File: src/rtl/axilite_axis_pkg.sv
// Shared types and header helpers for the AXI-Lite backend <-> AXI-Stream bridge.
package axilite_axis_pkg;

    typedef enum logic [2:0] {
        IDLE,
        HDR,
        WDATA,
        RD_WAIT,
        DRAIN,
        DONE
    } bk_br_state_e;

    localparam int HDR_STRB_MSB = 31;
    localparam int HDR_RW_BIT   = 27;
    localparam int HDR_ADDR_MSB = 14;

    // Header beat: {strb[3:0], rd_wr, 12'b0, addr[14:0]}; reads never carry strobes.
    function automatic logic [31:0] pack_bk_hdr(input logic        rd_wr,
                                                input logic [3:0]  strb,
                                                input logic [14:0] addr);
        logic [31:0] h;
        h                       = '0;
        h[HDR_STRB_MSB -: 4]    = rd_wr ? 4'h0 : strb;
        h[HDR_RW_BIT]           = rd_wr;
        h[HDR_ADDR_MSB:0]       = addr;
        return h;
    endfunction

endpackage

File: src/rtl/axilite_bk_axis_bridge.sv
// Serialises AXI-Lite backend requests onto an AXI-Stream master and returns read completions.
// Optional read-completion timeout enabled by defining AXIL_BK_TIMEOUT_EN.
module axilite_bk_axis_bridge
    import axilite_axis_pkg::*;
#(
    parameter int                 TUSER_W        = 2,
    parameter logic [TUSER_W-1:0] TUSER_CFG      = 2'b01,
    parameter int                 TIMEOUT_CYCLES = 1024,
    parameter logic [31:0]        TIMEOUT_DATA   = 32'hDEAD_BEEF
) (
    input  logic               axi_aclk,
    input  logic               axi_reset,
    input  logic               bk_rd_wr,
    input  logic               bk_valid,
    input  logic [14:0]        bk_addr,
    input  logic [31:0]        bk_wdata,
    input  logic [3:0]         bk_wstrb,
    output logic [31:0]        bk_rdata,
    output logic               bk_ready,
    output logic [31:0]        as_tdata,
    output logic [TUSER_W-1:0] as_tuser,
    output logic               as_tlast,
    output logic               as_tvalid,
    input  logic               as_tready,
    input  logic [31:0]        sa_tdata,
    input  logic [TUSER_W-1:0] sa_tuser,
    input  logic               sa_tlast,
    input  logic               sa_tvalid,
    output logic               sa_tready,
    output logic               rx_err
);

    bk_br_state_e state_q, state_d;
    logic         rd_wr_q;
    logic [14:0]  addr_q;
    logic [31:0]  wdata_q;
    logic [3:0]   wstrb_q;
    logic [31:0]  rdata_q, rdata_d;
    logic         rx_err_q, rx_err_d;
    logic         capture;
    logic         rx_wait;
    logic         tmo_hit;

    logic         unused_tuser;
    assign unused_tuser = ^sa_tuser;

    assign rx_wait = (state_q == RD_WAIT) || (state_q == DRAIN);

`ifdef AXIL_BK_TIMEOUT_EN
    localparam int CNT_W = $clog2(TIMEOUT_CYCLES + 1);
    logic [CNT_W-1:0] cnt_q;

    // Counter restarts on entry to the wait states and on every accepted completion beat.
    always_ff @(posedge axi_aclk) begin
        if (axi_reset) begin
            cnt_q <= '0;
        end else if (!rx_wait || sa_tvalid) begin
            cnt_q <= '0;
        end else begin
            cnt_q <= cnt_q + 1'b1;
        end
    end

    assign tmo_hit = (cnt_q == CNT_W'(TIMEOUT_CYCLES - 1));
`else
    logic [31:0] unused_tmo;
    assign unused_tmo = TIMEOUT_DATA ^ 32'(TIMEOUT_CYCLES);
    assign tmo_hit    = 1'b0;
`endif

    always_comb begin
        state_d  = state_q;
        rdata_d  = rdata_q;
        rx_err_d = rx_err_q;
        capture  = 1'b0;
        case (state_q)
            IDLE: begin
                if (bk_valid) begin
                    capture = 1'b1;
                    state_d = HDR;
                end
            end
            HDR: begin
                if (as_tready) state_d = rd_wr_q ? RD_WAIT : WDATA;
            end
            WDATA: begin
                if (as_tready) state_d = DONE;
            end
            RD_WAIT: begin
                if (sa_tvalid) begin
                    rdata_d = sa_tdata;
                    if (sa_tlast) begin
                        state_d = DONE;
                    end else begin
                        rx_err_d = 1'b1;
                        state_d  = DRAIN;
                    end
                end else if (tmo_hit) begin
                    rdata_d  = TIMEOUT_DATA;
                    rx_err_d = 1'b1;
                    state_d  = DONE;
                end
            end
            DRAIN: begin
                // Surplus beats are swallowed; the first beat's data is what gets returned.
                if (sa_tvalid) begin
                    if (sa_tlast) state_d = DONE;
                end else if (tmo_hit) begin
                    rx_err_d = 1'b1;
                    state_d  = DONE;
                end
            end
            DONE:    state_d = IDLE;
            default: state_d = IDLE;
        endcase
    end

    always_ff @(posedge axi_aclk) begin
        if (axi_reset) begin
            state_q  <= IDLE;
            rd_wr_q  <= 1'b0;
            addr_q   <= '0;
            wdata_q  <= '0;
            wstrb_q  <= '0;
            rdata_q  <= '0;
            rx_err_q <= 1'b0;
        end else begin
            state_q  <= state_d;
            rdata_q  <= rdata_d;
            rx_err_q <= rx_err_d;
            if (capture) begin
                rd_wr_q <= bk_rd_wr;
                addr_q  <= bk_addr;
                wdata_q <= bk_wdata;
                wstrb_q <= bk_wstrb;
            end
        end
    end

    // Outputs decode only flopped state and frozen request fields, so they are glitch-free and stable.
    assign as_tvalid = (state_q == HDR) || (state_q == WDATA);
    assign as_tdata  = (state_q == WDATA) ? wdata_q
                     : (state_q == HDR)   ? pack_bk_hdr(rd_wr_q, wstrb_q, addr_q)
                     : 32'h0;
    assign as_tlast  = (state_q == WDATA) || ((state_q == HDR) && rd_wr_q);
    assign as_tuser  = as_tvalid ? TUSER_CFG : '0;
    assign sa_tready = rx_wait;
    assign bk_ready  = (state_q == DONE);
    assign bk_rdata  = (state_q == DONE) ? rdata_q : 32'h0;
    assign rx_err    = rx_err_q;

endmodule
File: config.mk
export PLATFORM = sky130hd
export DESIGN_NAME = axilite_bk_axis_bridge
export DESIGN_NICKNAME = d
export VERILOG_FILES = /design/src/rtl/axilite_axis_pkg.sv /design/src/rtl/axilite_bk_axis_bridge.sv
export SDC_FILE = /design/constraint.sdc
export NUM_CORES = 1
export LEC_CHECK = 0
export BUFFER_PORTS_ARGS = -buffer_cell sky130_fd_sc_hd__buf_2
export CORE_ASPECT_RATIO = 0.7
export CORE_MARGIN = 3
export CORE_UTILIZATION = 25
export CTS_BUF_LIST = sky130_fd_sc_hd__clkbuf_4 sky130_fd_sc_hd__clkbuf_8
export DETAILED_ROUTE_END_ITERATION = 10
export PLACE_DENSITY = 0.44
export SLEW_MARGIN = 15
export SYNTH_ARGS = -nofsm -noshare
export SYNTH_HDL_FRONTEND = slang
export SYNTH_SLANG_ARGS = --single-unit
File: constraint.sdc
create_clock -name axi_aclk -period 1.8 [get_ports axi_aclk]
set_input_delay 0.27 -clock axi_aclk [delete_from_list [all_inputs] [get_ports axi_aclk]]
set_output_delay 0.27 -clock axi_aclk [all_outputs]
set_load 0.005 [all_outputs]
==> flow_metrics.tcl <==
set metrics [dict create \
    run_status "finished, violations left" \
    violations "setup timing" \
    path_cells "buf_6 -> buf_12 -> nor3b_4 -> buf_6 -> buf_16 -> and2_4 -> buf_6" \
    fin_area_um2 5750 \
    numCtsBuffers 9 \
    cp.arrival_ns 1.65 \
    dp_hpwl_um 7830 \
    grt_pass1_vias 3723 \
    portBuffers 159 \
    io_pins 163 \
    fin_skew_ns 0.0103 \
    critPathRequiredTime_ns 1.53 \
    vias 3830 \
    pwr-share-clk_pct 23.8 \
    synth.top_cell.area_share_pct 47.2 \
    placed_area_um2 4750 \
    min_to "wdata_q[13]" \
    crit_type "flop to output pin" \
    clock.fmax_mhz 521 \
    slowest_delay_ns 0.34 \
    setup_viol_count_final 53 \
    yosysTopAreaCell "dfxtp_1" \
    htreeDepth 3 \
    syn_avg_cell_area_um2 7.78 \
    start_util_pct 26.1 \
    synth_cell_types 31 \
    cts_root_buf "clkbuf_8" \
    grt_pass1_wl_um 19700 \
    synth-seq-cells 88 \
    holdPathStages 3 \
    rr_worst_depth 8 \
    gp_congestion 0.782 \
    swShare_pct 34.5 \
    clockBufferDepth 2 \
    cp_common_cell "buf_6" \
    clock-sinks 88 \
    timing.hold.ws_ns 0.137 \
    r2r_start "state_q[2]" \
    firstDrtPassIters 4 \
    dp.cells 804 \
    diodes 0 \
    combinationalPowerShare_pct 38.5 \
    layout.cells.non_filler 841 \
    synth_fp_nets 572 \
    final_hold_viol_count 0 \
    insertion_delay_ns 0.36 \
    cts_tree "yes" \
    clk_pin_slew_worst_paths_ns 0.09 \
    dieArea_um2 16500 \
    finalCritPeriodShare_pct 107 \
    antenna_found_initial 0 \
    switchingPower_mw 2.21 \
    period_needed_ns 1.92 \
    p_seq_share_pct 37.7 \
    post_drt_via_cell_ratio 4.55 \
    r2r_slack_ns 0.06 \
    die_h_um 108 \
    netlist_instances 480 \
    cp_max_fo 8 \
    drc_errors 0 \
    drive_above_1_share_pct 41.2 \
    synth_seq_area_share_pct 47.2 \
    cell_internal_pwr_mw 4.21 \
    p_per_area_nw_per_um2 1120 \
    wl_um 12400 \
    cp-end-kind "output pin" \
    area_growth_pct 54.1 \
    core_um2 14300 \
    grt_setup_unrepaired "true" \
    drv_slew 0 \
    final_nets 738 \
    ys_warn_count 0 \
    finalWorstSetupSlack_ns -0.118 \
    syn_area_um2 3730 \
    rows 36 \
    timing.rr.end "state_q[1]" \
    grt_remaining_overflow 0 \
    drtIter0Drc 255 \
    layout.cells.most_common "nand2_1" \
    worstSetupStartpointType "flop" \
    ir_worst_vdd_mv 0.527 \
    wl_per_cell_um 14.7 \
    antenna_left 0 \
    power_mw 6.42 \
    layout_common_cells "nand2_1 (170), buf_2 (115), a21oi_1 (86)" \
    p_leak_nw 2.44 \
    hold_path_class "input pin to flop" \
    min_from "bk_wdata[13]" \
    drv_cap 0 \
    grt_use_total_pct 14.9 \
    grt_start_max_net_pins 89 \
    crit_slowest_cell "dfxtp_2" \
    synthTopCellsByArea "dfxtp_1 (47%), nand2_1 (17%), a21oi_1 (12%)" \
    die_w_um 152 \
    ctsHoldBuffers 0 \
]
## per-layer routing
layer	track usage (%)	share of wire, %	vias up
met5	0	0	-
met4	4.04	1.3	0
met3	4.12	5.3	12
met2	23.3	46	101
met1	20.2	48	1811
li1	-	-	1906
## what timing repair did
| item | in CTS | in global routing |
|---|---|---|
| endpoints found under the setup margin | 67 | 69 |
| endpoints found under the hold margin | 0 | 0 |
| pin swaps | 24 | 34 |
| resized for setup | 72 | 52 |
| buffers inserted | 16 | 3 |
| cloned | 6 | 0 |
## logic make-up (layout without fill, tap and decap cells)
group	Yosys count	in the layout	share of synthesized area (%)
AOI/OAI and AO/OA	116	116	18.3
buffers and inverters	41	212	6.17
DFF	88	88	47.2
muxes	1	1	0.268
other	1	1	0.100
and+or+nand+nor	233	233	28.0
## worst max-delay path by stage
stage	start	to	slack, ns
detailed placement	state_q[2]	as_tdata[8]	0.06
global placement	state_q[2]	as_tdata[14]	0.09
CTS	state_q[2]	as_tdata[29]	-0.14
global route	state_q[2]	bk_rdata[23]	-0.22
floorplan	state_q[1]	bk_rdata[22]	0.31
finish	state_q[2]	bk_rdata[17]	-0.12
## through the flow
| stage | utilization [%] | setup WS, ns | TNS [ns] |
|---|---|---|---|
| 2_1_floorplan | - | 0.310 | 0 |
| 6_report | 40.3 | -0.118 | -3.47 |
| 3_3_place_gp | 33.2 | 0.0878 | 0 |
| 5_1_grt | 40.3 | -0.219 | -9.78 |
| 3_5_place_dp | 33.2 | 0.0597 | 0 |
| 4_1_cts | 39.1 | -0.140 | -6.08 |
## power by group through the flow
stage          Sequential (mW)  Clock, mW  Combinational (mW)
6_report                  2.42       1.53                2.47
5_1_grt                   2.46       1.68                2.71
4_1_cts                   2.41       1.61                2.47
3_5_place_dp              2.44          0                1.89
3_3_place_gp              2.45          0                1.86
2_1_floorplan             2.39          0                1.29
## registers in the layout, indices dropped and copies added, names as in the netlist
name	count
addr_q	15
rd_wr_q	1
rdata_q	32
rx_err	1
state_q	3
wdata_q	32
wstrb_q	4
## cell usage after synthesis
master and n:
nand4b_1 3, o32a_1 1, a21oi_1 86, a22o_1 20, dfxtp_1 88, a21bo_1 1, nor4b_4 1, nor3b_1 1
o311ai_0 1, inv_1 2, nand2_1 170, or3b_1 1, o22ai_1 1, a311oi_1 1, buf_4 3, nor2_2 1
nor2_1 6, a31oi_1 1, nand3_1 1, buf_2 10, o21ai_0 2, a21o_1 1, nand2b_1 2, mux2i_1 1
conb_1 1, buf_6 7, clkbuf_1 19, nand3b_1 2, nor3_1 1, a21oi_2 1, and2_1 44
## area by class of cell
class                           count  area, um^2
Multi-Input combinational cell    351        1910
Inverter                            2        7.51
Clock inverter                      5        81.3
Clock buffer                       11         139
Fill cell                        1518        8530
Tap cell                          190         238
Sequential cell                    88        1770
Timing Repair Buffer              194        1610
## critical path: cells and delay by family (launching register included)
family | cells | cell delay (ns)
buf+inv | 5 | 0.61
simple gates | 2 | 0.35
flops | 1 | 0.34
(Power assumes the default switching activity.)
